File: config.mk
export PLATFORM = sky130hd
export DESIGN_NAME = qsfp_i2c_cmd_arbiter_flat
export DESIGN_NICKNAME = d
export VERILOG_FILES = /design/src/rtl/qsfp_i2c_cmd_arbiter_if.sv /design/src/rtl/qsfp_i2c_cmd_arbiter.sv /design/src/flat_wrapper.sv
export SDC_FILE = /design/constraint.sdc
export NUM_CORES = 1
export LEC_CHECK = 0
export CORE_MARGIN = 4
export CORE_UTILIZATION = 25
export CTS_BUF_LIST = sky130_fd_sc_hd__clkbuf_4 sky130_fd_sc_hd__clkbuf_8
export DETAILED_ROUTE_END_ITERATION = 10
export SLEW_MARGIN = 20
export SYNTH_ARGS = -nofsm -noshare
export SYNTH_HDL_FRONTEND = slang
export SYNTH_SLANG_ARGS = --single-unit
File: constraint.sdc
create_clock -name clk -period 7.1 [get_ports clk]
set_input_delay 2.13 -clock clk [delete_from_list [all_inputs] [get_ports clk]]
set_output_delay 2.13 -clock clk [all_outputs]
set_load 0.02 [all_outputs]
File: src/rtl/qsfp_i2c_cmd_arbiter_if.sv
// ---------------------------------------------------------------------------
// qsfp_i2c_cmd_arbiter_if
//
// Bundles the requester-facing and sequencer-facing signals of the QSFP I2C
// command arbiter.
//
//   req_valid/req_rw/req_id/req_addr/req_wdata : requester i fields, byte
//                                                lanes at [8i+7:8i]
//   req_done/req_err/req_rdata                 : completion back to requesters
//   cmd_pulse/cmd_rw/cmd_id/cmd_addr/cmd_wdata : command to the sequencer
//   cmd_cmplt/cmd_rdata                        : completion from the sequencer
//
// Modports:
//   slave  : the arbiter itself (consumes requests, drives the command port)
//   master : the environment (requesters plus the byte-level sequencer)
//
// Handshake: a requester raises req_valid with its fields stable and keeps it
// high until it sees its own bit of req_done. The arbiter treats cmd_pulse
// as a single-cycle start. The sequencer answers with a single-cycle
// cmd_cmplt that carries cmd_rdata. There is no backpressure on either side.
// ---------------------------------------------------------------------------
interface qsfp_i2c_cmd_arbiter_if #(
    parameter int NUM_REQ = 4
);
    logic [NUM_REQ-1:0]   req_valid;
    logic [NUM_REQ-1:0]   req_rw;
    logic [NUM_REQ*8-1:0] req_id;
    logic [NUM_REQ*8-1:0] req_addr;
    logic [NUM_REQ*8-1:0] req_wdata;
    logic [NUM_REQ-1:0]   req_done;
    logic                 req_err;
    logic [7:0]           req_rdata;

    logic                 cmd_pulse;
    logic                 cmd_rw;
    logic [7:0]           cmd_id;
    logic [7:0]           cmd_addr;
    logic [7:0]           cmd_wdata;
    logic                 cmd_cmplt;
    logic [7:0]           cmd_rdata;

    modport slave (
        input  req_valid, req_rw, req_id, req_addr, req_wdata,
        input  cmd_cmplt, cmd_rdata,
        output req_done, req_err, req_rdata,
        output cmd_pulse, cmd_rw, cmd_id, cmd_addr, cmd_wdata
    );

    modport master (
        output req_valid, req_rw, req_id, req_addr, req_wdata,
        output cmd_cmplt, cmd_rdata,
        input  req_done, req_err, req_rdata,
        input  cmd_pulse, cmd_rw, cmd_id, cmd_addr, cmd_wdata
    );
endinterface

File: src/rtl/qsfp_i2c_cmd_arbiter.sv
// ---------------------------------------------------------------------------
// qsfp_i2c_cmd_arbiter
//
// Round-robin arbiter that shares the byte-level I2C command port of the QSFP
// I2C AXI sequencer between NUM_REQ requesters. One command is in flight at a
// time. The winner's fields are latched, a one-cycle cmd_pulse is issued, and
// the arbiter waits for cmd_cmplt. It then returns the result with a
// one-cycle req_done. A completion timeout aborts a hung transfer.
//
// Ports:
//   clk, rst     : system clock, synchronous active-high reset
//   bus          : requester + sequencer signals (slave modport)
//   busy         : high in every state except IDLE
//   grant_idx    : index of the current/last granted requester
//   timeout_cnt  : saturating count of timed-out commands
//   state_dbg    : current FSM state (0 IDLE, 1 ISSUE, 2 WAIT, 3 DONE)
//
// Every output is a register. cmd_pulse is high during the ISSUE cycle.
// req_done is high during the DONE cycle.
// ---------------------------------------------------------------------------
module qsfp_i2c_cmd_arbiter #(
    parameter int NUM_REQ        = 4,
    parameter int TIMEOUT_CYCLES = 1000000
) (
    input  logic                       clk,
    input  logic                       rst,
    qsfp_i2c_cmd_arbiter_if.slave      bus,
    output logic                       busy,
    output logic [2:0]                 grant_idx,
    output logic [7:0]                 timeout_cnt,
    output logic [1:0]                 state_dbg
);

    typedef enum logic [1:0] {
        IDLE  = 2'd0,
        ISSUE = 2'd1,
        WAIT  = 2'd2,
        DONE  = 2'd3
    } arb_state_e;

    arb_state_e         state;
    arb_state_e         state_nxt;
    logic [2:0]         rr_ptr;
    logic [NUM_REQ-1:0] mask;
    logic [23:0]        timer;

    logic [7:0]         eligible;
    logic [3:0]         cand;
    logic               pick_found;
    logic [2:0]         pick_idx;
    logic               sel_rw;
    logic [7:0]         sel_id;
    logic [7:0]         sel_addr;
    logic [7:0]         sel_wdata;
    logic [NUM_REQ-1:0] grant_vec;
    logic               timer_expired;

    assign state_dbg     = state;
    assign timer_expired = (timer == 24'(TIMEOUT_CYCLES - 1));

    // Round-robin pick: scan upward from rr_ptr+1 and wrap at NUM_REQ. The
    // requester just served is masked for one IDLE cycle so that a late
    // req_valid drop cannot win it a second turn.
    always_comb begin
        eligible               = '0;
        eligible[NUM_REQ-1:0]  = bus.req_valid & ~mask;
        cand                   = '0;
        pick_found             = 1'b0;
        pick_idx               = '0;
        for (int k = 1; k <= NUM_REQ; k++) begin
            cand = {1'b0, rr_ptr} + 4'(k);
            if (cand >= 4'(NUM_REQ)) begin
                cand = cand - 4'(NUM_REQ);
            end
            if (!pick_found && eligible[cand[2:0]]) begin
                pick_found = 1'b1;
                pick_idx   = cand[2:0];
            end
        end
    end

    // Field mux for the picked requester, and a one-hot of the current grant.
    always_comb begin
        sel_rw    = 1'b0;
        sel_id    = '0;
        sel_addr  = '0;
        sel_wdata = '0;
        grant_vec = '0;
        for (int i = 0; i < NUM_REQ; i++) begin
            if (3'(i) == pick_idx) begin
                sel_rw    = bus.req_rw[i];
                sel_id    = bus.req_id[8*i +: 8];
                sel_addr  = bus.req_addr[8*i +: 8];
                sel_wdata = bus.req_wdata[8*i +: 8];
            end
            if (3'(i) == grant_idx) begin
                grant_vec[i] = 1'b1;
            end
        end
    end

    always_comb begin
        state_nxt = state;
        case (state)
            IDLE:    if (pick_found) state_nxt = ISSUE;
            ISSUE:   state_nxt = WAIT;
            WAIT:    if (bus.cmd_cmplt || timer_expired) state_nxt = DONE;
            DONE:    state_nxt = IDLE;
            default: state_nxt = IDLE;
        endcase
    end

    always_ff @(posedge clk) begin
        if (rst) begin
            state         <= IDLE;
            rr_ptr        <= 3'(NUM_REQ - 1);
            mask          <= '0;
            timer         <= '0;
            busy          <= 1'b0;
            grant_idx     <= '0;
            timeout_cnt   <= '0;
            bus.req_done  <= '0;
            bus.req_err   <= 1'b0;
            bus.req_rdata <= '0;
            bus.cmd_pulse <= 1'b0;
            bus.cmd_rw    <= 1'b0;
            bus.cmd_id    <= '0;
            bus.cmd_addr  <= '0;
            bus.cmd_wdata <= '0;
        end else begin
            state         <= state_nxt;
            busy          <= (state_nxt != IDLE);
            bus.cmd_pulse <= (state_nxt == ISSUE);
            bus.req_done  <= '0;
            case (state)
                IDLE: begin
                    mask <= '0;
                    if (pick_found) begin
                        bus.cmd_rw    <= sel_rw;
                        bus.cmd_id    <= sel_id;
                        bus.cmd_addr  <= sel_addr;
                        bus.cmd_wdata <= sel_wdata;
                        grant_idx     <= pick_idx;
                        rr_ptr        <= pick_idx;
                    end
                end
                ISSUE: begin
                    timer <= '0;
                end
                WAIT: begin
                    timer <= timer + 24'd1;
                    // A completion arriving in the timeout cycle is honoured.
                    if (bus.cmd_cmplt) begin
                        bus.req_rdata <= bus.cmd_rw ? bus.cmd_rdata : 8'h00;
                        bus.req_err   <= 1'b0;
                        bus.req_done  <= grant_vec;
                    end else if (timer_expired) begin
                        bus.req_rdata <= 8'h00;
                        bus.req_err   <= 1'b1;
                        bus.req_done  <= grant_vec;
                        if (timeout_cnt != 8'hFF) begin
                            timeout_cnt <= timeout_cnt + 8'd1;
                        end
                    end
                end
                DONE: begin
                    mask <= grant_vec;
                end
                default: ;
            endcase
        end
    end

endmodule

File: src/flat_wrapper.sv
// flat-port wrapper written by rule: the top's interface ports become plain ports
module qsfp_i2c_cmd_arbiter_flat 
#(
    parameter int NUM_REQ        = 4,
    parameter int TIMEOUT_CYCLES = 1000000
)
  (clk, rst, busy, grant_idx, timeout_cnt, state_dbg, bus_req_valid, bus_req_rw, bus_req_id, bus_req_addr, bus_req_wdata, bus_cmd_cmplt, bus_cmd_rdata, bus_req_done, bus_req_err, bus_req_rdata, bus_cmd_pulse, bus_cmd_rw, bus_cmd_id, bus_cmd_addr, bus_cmd_wdata);
  qsfp_i2c_cmd_arbiter_if #(.NUM_REQ(NUM_REQ)) bus_i ();
  input  logic clk;
  input  logic rst;
  output logic busy;
  output logic [2:0] grant_idx;
  output logic [7:0] timeout_cnt;
  output logic [1:0] state_dbg;
  input wire logic [$bits(bus_i.req_valid)-1:0] bus_req_valid;
  input wire logic [$bits(bus_i.req_rw)-1:0] bus_req_rw;
  input wire logic [$bits(bus_i.req_id)-1:0] bus_req_id;
  input wire logic [$bits(bus_i.req_addr)-1:0] bus_req_addr;
  input wire logic [$bits(bus_i.req_wdata)-1:0] bus_req_wdata;
  input wire logic [$bits(bus_i.cmd_cmplt)-1:0] bus_cmd_cmplt;
  input wire logic [$bits(bus_i.cmd_rdata)-1:0] bus_cmd_rdata;
  output wire logic [$bits(bus_i.req_done)-1:0] bus_req_done;
  output wire logic [$bits(bus_i.req_err)-1:0] bus_req_err;
  output wire logic [$bits(bus_i.req_rdata)-1:0] bus_req_rdata;
  output wire logic [$bits(bus_i.cmd_pulse)-1:0] bus_cmd_pulse;
  output wire logic [$bits(bus_i.cmd_rw)-1:0] bus_cmd_rw;
  output wire logic [$bits(bus_i.cmd_id)-1:0] bus_cmd_id;
  output wire logic [$bits(bus_i.cmd_addr)-1:0] bus_cmd_addr;
  output wire logic [$bits(bus_i.cmd_wdata)-1:0] bus_cmd_wdata;
  assign bus_i.req_valid = bus_req_valid;
  assign bus_i.req_rw = bus_req_rw;
  assign bus_i.req_id = bus_req_id;
  assign bus_i.req_addr = bus_req_addr;
  assign bus_i.req_wdata = bus_req_wdata;
  assign bus_i.cmd_cmplt = bus_cmd_cmplt;
  assign bus_i.cmd_rdata = bus_cmd_rdata;
  assign bus_req_done = bus_i.req_done;
  assign bus_req_err = bus_i.req_err;
  assign bus_req_rdata = bus_i.req_rdata;
  assign bus_cmd_pulse = bus_i.cmd_pulse;
  assign bus_cmd_rw = bus_i.cmd_rw;
  assign bus_cmd_id = bus_i.cmd_id;
  assign bus_cmd_addr = bus_i.cmd_addr;
  assign bus_cmd_wdata = bus_i.cmd_wdata;
  qsfp_i2c_cmd_arbiter #(.NUM_REQ(NUM_REQ), .TIMEOUT_CYCLES(TIMEOUT_CYCLES)) u_core (.clk(clk), .rst(rst), .bus(bus_i), .busy(busy), .grant_idx(grant_idx), .timeout_cnt(timeout_cnt), .state_dbg(state_dbg));
endmodule
* Word-level counts from Yosys, hierarchy flattened
Cells that the tools add are included.
** Storage, ports and cells
- Flip-flop bits (word level) :: 84
- Output and inout port bits :: 53
** Cells by class
- Add/subtract/negate cells :: 10
- Magnitude comparators :: 8
- Equal/unequal tests :: 12
- Mux-type cells :: 52
- Bitwise logic cells :: 4
- Reductions and logical operators :: 18
** Operators with widths (count)
- $mux 8 :: 15
- $pmux 24 s2 :: 1
- $add 24x1->24 const B :: 1
- $eq 24x20->1 const B :: 1
- $mux 3 :: 8
- $mux 1 :: 18
- $ge 4x3->1 const B :: 4
- $lt 3x4->1 const B :: 4
- $bmux 1 s3 :: 4
- $eq 2x3->1 const A :: 4
- $sub 3x3->3 const B :: 4
- $add 3x2->4 const B :: 2
- $add 8x1->8 const B :: 1
- $mux 4 :: 2
- $ne 8x8->1 const B :: 1
- $pmux 2 s4 :: 1
- $pmux 4 s2 :: 1
- $reduce_bool 2->1 :: 4
- $eq 1x3->1 const A :: 2
- $logic_not 3->1 :: 2
- $add 3x1->4 const B :: 1
- $add 3x3->4 const B :: 1
- $and 4x4->4 :: 1
- $eq 2x1->1 const B :: 2
- other kinds (11) :: 19

* Longest topological paths before layout
- Depth after elaboration :: 20
- Depth in mapped cells :: 13

* Worst setup path before layout
OpenSTA, ideal clock, no wires.
- Path type :: input -> register
- Start :: in bus_req_valid[2]
- End :: reg u_core.bus.cmd_rw
- Setup time :: 131 ps
- Arrival time :: 3884 ps
- Data required time :: 6969 ps
- Path slack :: 3085 ps
- Cell stages on the path :: 7
- Buffers on the path :: 1
- Cells stage by stage :: nor2b_1 -> mux4_2 -> o211ai_2 -> clkbuf_1 -> a211oi_1 -> a2111oi_0 -> o32ai_1
** On the way
- Longest elaborated chain between the ends :: 18
** RTL lines
- start, declared :: RTL line flat_wrapper.sv:15 : input wire logic [$bits(bus_i.req_valid)-1:0] bus_req_valid;
- $and 4x4->4 * :: RTL line qsfp_i2c_cmd_arbiter.sv:66 : eligible[NUM_REQ-1:0] = bus.req_valid & ~mask;
- $bmux 1 s3 :: RTL line qsfp_i2c_cmd_arbiter.sv:75 : if (!pick_found && eligible[cand[2:0]]) begin
- $mux 1 (implied by the code) :: RTL line qsfp_i2c_cmd_arbiter.sv:75
- $mux 1 :: RTL line qsfp_i2c_cmd_arbiter.sv:75
- $logic_not 1->1 :: RTL line qsfp_i2c_cmd_arbiter.sv:75
- $logic_and 1x1->1 :: RTL line qsfp_i2c_cmd_arbiter.sv:75
- $mux 1 :: RTL line qsfp_i2c_cmd_arbiter.sv:75
- $logic_not 1->1 :: RTL line qsfp_i2c_cmd_arbiter.sv:75
- $logic_and 1x1->1 :: RTL line qsfp_i2c_cmd_arbiter.sv:75
- $mux 1 :: RTL line qsfp_i2c_cmd_arbiter.sv:75
- $logic_not 1->1 :: RTL line qsfp_i2c_cmd_arbiter.sv:75
- $logic_and 1x1->1 :: RTL line qsfp_i2c_cmd_arbiter.sv:75
- $mux 3 :: RTL line qsfp_i2c_cmd_arbiter.sv:75
- $logic_not 3->1 :: RTL line qsfp_i2c_cmd_arbiter.sv:90 : if (3'(i) == pick_idx) begin
- $mux 1 (4 in a row) :: RTL line qsfp_i2c_cmd_arbiter.sv:90
- end signal, assigned :: RTL line qsfp_i2c_cmd_arbiter.sv:139 : bus.cmd_rw <= sel_rw;
- end, declared :: RTL line qsfp_i2c_cmd_arbiter_if.sv:46 : output cmd_pulse, cmd_rw, cmd_id, cmd_addr, cmd_wdata
Every way passes the cells marked *; elsewhere a longest branch is shown, timed or not. The select of a mux whose other input is x is not followed.
A chain may end at the register's enable or synchronous reset.

* Worst setup path in the final report
Ends and elaborated chain as after synthesis.

==> reports/metrics.yaml <==
synth:
  synth_top_flop_cell: "dfxtp_1"
  netlist.area_leader.share_pct: 32.84
  yosys.area.top_type: "dfxtp_1"
  netlist_instances: 590
  synth-edff-count: 0
  yosysWarningCount: 0
  yosysSeqAreaShare_pct: 32.84
  yosysUniqueCellTypes: 65
  postSynthAreaPerCell_um2: 8.576
  netlist_top_cells_area: "dfxtp_1 33%, a211oi_1 7.7%, inv_1 4.5%, a2111oi_0 3.8%, nor2_1 3.7%"
  syn-num-nets: 713
  ys_ff_latch: 83
  syn_area_um2: 5060
  synthArstFlopShare_pct: 0
timing:
  worst_pin_slew_ns: 1.069
  rsz0062_at_grt: "no"
  skew_ns: 0.01094
  slew_headroom_pct: 28.72
  fin_tns_setup_ns: 0
  fmax_mhz: 199.2
  min_period_ns: 5.019
  hold_viol: 0
  min_period_over_period_pct: 70.69
  setup_viol: 0
  maxSlewViolCount: 0
  setup_ws_ns: 2.081
cts:
  cts_tree: "done"
  cts_setup_buffers: 0
  cts_resized: 0
  clockRootBuffer: "clkbuf_8"
  hold_buffers: 0
  clkSlewWorstSetupHoldPaths_ns: 0.09
  clockBufferDepth: 2
  cts_inserted_buffers: 9
  htree_levels: 3
  clock-sinks: 83
  clock_insertion_delay_worst_skew_ns: 0.37
grt:
  grt_pass1_vias: 4844
  use_met3_pct: 3.070
  use_met2_pct: 23.50
  overflow: 0
  grt_pass1_wl_um: 26770
  grt_max_degree: 52
  grt_busiest_layer: "met2"
  grt_use_met1_pct: 20.26
  antenna_found_initial: 0
  grt_use_total_pct: 15.02
critical_path:
  reg2reg_slack_ns: 3.08
  cp_max_fo: 51
  worst_ep_required_time_ns: 7.37
  worstSetupStartpoint: "bus_req_valid[2]"
  r2r-start: "u_core.rr_ptr[0]$_SDFFE_PP1P_"
  crit_type: "in2reg"
  r2r_end: "u_core.bus.cmd_rw$_SDFFE_PP0P_"
  rr_worst_depth: 9
  end_kind: "flop"
  start_kind: "input pin"
  crit_path_end: "u_core.bus.cmd_rw$_SDFFE_PP0P_"
  crit_arrival_ns: 5.29
status:
  status: "completed"
routing:
  drt-total-wl_um: 17670
  wl_per_cell_um: 17.74
  ant_nets: 0
  drt_iter0_drc: 261
  drt_pass1_iterations: 4
  routed_via_density: 5.011
  route.vias.total: 4991
  drcViolationCount: 0
flow_run:
  cap_viol_max_count: 0
die:
  io_pins: 168
  placementRows: 51
  start_util_pct: 25.74
  fp.coreArea_um2: 19650
  die_w_um: 150.3
  die_h_um: 150.3
  die_area_um2: 22580
placed_design:
  dpl_cell_area_um2: 6858
  gp_congestion: 0.8359
  io_buffers: 167
  post-place-ws_ns: 1.710
  placed_cells: 979
  dp_hpwl_um: 12280
cells_and_area:
  design_area_um2: 7048
  fin_cells: 996
  synthToLayoutAreaGrowth_pct: 39.29
  nets: 848
  final_util_pct: 35.86
  drive_above_1_share_pct: 8.082
power_and_ir_drop:
  power_leakage_nw: 2.486
  powerDensity_nw_per_um2: 358.5
  ir_drop_uv: 252.9
min_path:
  min_from: "u_core.bus.cmd_id[6]$_SDFFE_PP0P_"
  hold_path_class: "reg2reg"
[area by class of cell]
class | count | area (um2)
inverters | 62 | 232.7
well taps | 265 | 331.6
clock buffers | 9 | 123.9
flip-flops and latches | 83 | 1662
clock inverters | 7 | 61.31
fillers | 2063 | 12610
multi-input cells | 396 | 2918
diodes | 1 | 2.502
repair buffers | 173 | 1717
[power breakdown]
| group | internal, mW | total [mW] | switching (mW) | leakage (nW) |
|---|---|---|---|---|
| clock | 0.134 | 0.339 | 0.205 | 0.0936 |
| sequential | 0.541 | 0.601 | 0.0604 | 0.676 |
| combinational | 0.598 | 1.59 | 0.988 | 1.72 |
[worst max-delay path, cell delays in order]
cell and delay [ns]:
clkdlybuf4s50_1 0.49, nor3b_4 0.37, o21ai_4 0.16, a21oi_4 0.16, buf_4 0.45, a21o_2 0.93, a2111oi_0 0.27, o32ai_1 0.30
[synthesized netlist by cell type, drive strengths merged, types with 2 or more instances]
cell type  count
dfxtp         83
inv           61
a211oi        52
nor2          50
nand3         36
o31ai         28
a221oi        26
buf           26
a2111oi       25
clkbuf        23
nand2         22
xor2          17
nor3          13
o21ai         13
a21oi         12
xnor2         10
a22o           8
ha             8
nor2b          8
and2           6
and3           5
nand4          5
or3            5
and3b          4
nand2b         4
nor3b          4
nor4           4
a21o           3
a221o          3
and4           3
nor4b          3
o211ai         3
nand3b         2
o21a           2
o221a          2
o31a           2
[worst min-delay path by stage]
stage                                                 endpoint  slack, ns  cells after the start
after floorplan                   u_core.timer[1]$_SDFFE_PP0P_       0.45                      2
after global placement    u_core.bus.cmd_wdata[2]$_SDFFE_PP0P_       0.46                      2
after detailed placement  u_core.bus.req_rdata[1]$_SDFFE_PP0P_       0.46                      1
after CTS                    u_core.bus.cmd_id[6]$_SDFFE_PP0P_       0.48                      2
after global routing      u_core.bus.cmd_wdata[0]$_SDFFE_PP0P_       0.50                      2
final                        u_core.bus.cmd_id[6]$_SDFFE_PP0P_       0.47                      2
[sequential cells by signal, indices dropped and copies added (netlist names)]
name,flops
u_core.grant_idx,2
u_core.bus.req_rdata,8
u_core.timeout_cnt,8
u_core.bus.cmd_id,8
u_core.bus.cmd_addr,8
u_core.bus.req_done,4
u_core.state_dbg,2
u_core.bus.cmd_pulse,1
u_core.timer,24
u_core.bus.req_err,1
u_core.bus.cmd_wdata,8
u_core.mask,4
u_core.rr_ptr,3
u_core.bus.cmd_rw,1
u_core.busy,1
[cell usage in the layout (no fill, tap or decap), types with 10 or more instances in the layout]
cell and instances:
inv_1 61, nand3_1 36, nor3_1 13, dfxtp_1 83, nor2_1 50, nand2_1 21
a2111oi_0 22, o31ai_1 22, xor2_1 17, a211oi_1 52, xnor2_1 10, clkdlybuf4s50_1 167
a221oi_1 14, a221oi_2 11
[kinds of logic after synthesis]
family | after synthesis | share of synthesized area, %
multiplexers | 2 | 0.6429
buffers and inverters | 111 | 9.940
AO/OA/AOI/OAI | 183 | 31.45
XOR/XNOR | 27 | 4.673
adder cells (fa/ha/maj) | 8 | 1.978
AND/OR/NAND/NOR | 176 | 18.47
flip-flops | 83 | 32.84
[layer usage]
| layer | up-vias | part of all wire [%] |
|---|---|---|
| li1 | 2465 | - |
| met1 | 2341 | 45 |
| met2 | 159 | 47 |
| met3 | 26 | 6.1 |
| met4 | 0 | 2.4 |
| met5 | - | 0 |
[stage by stage]
stage / power [mW] / hold WS, ns
after detailed placement: 2.188 / 0.4626
after global routing: 2.705 / 0.5011
final: 2.527 / 0.4731
after floorplan: 1.772 / 0.4522
after CTS: 2.535 / 0.4779
after global placement: 2.181 / 0.4573
(Power assumes the default switching activity.)
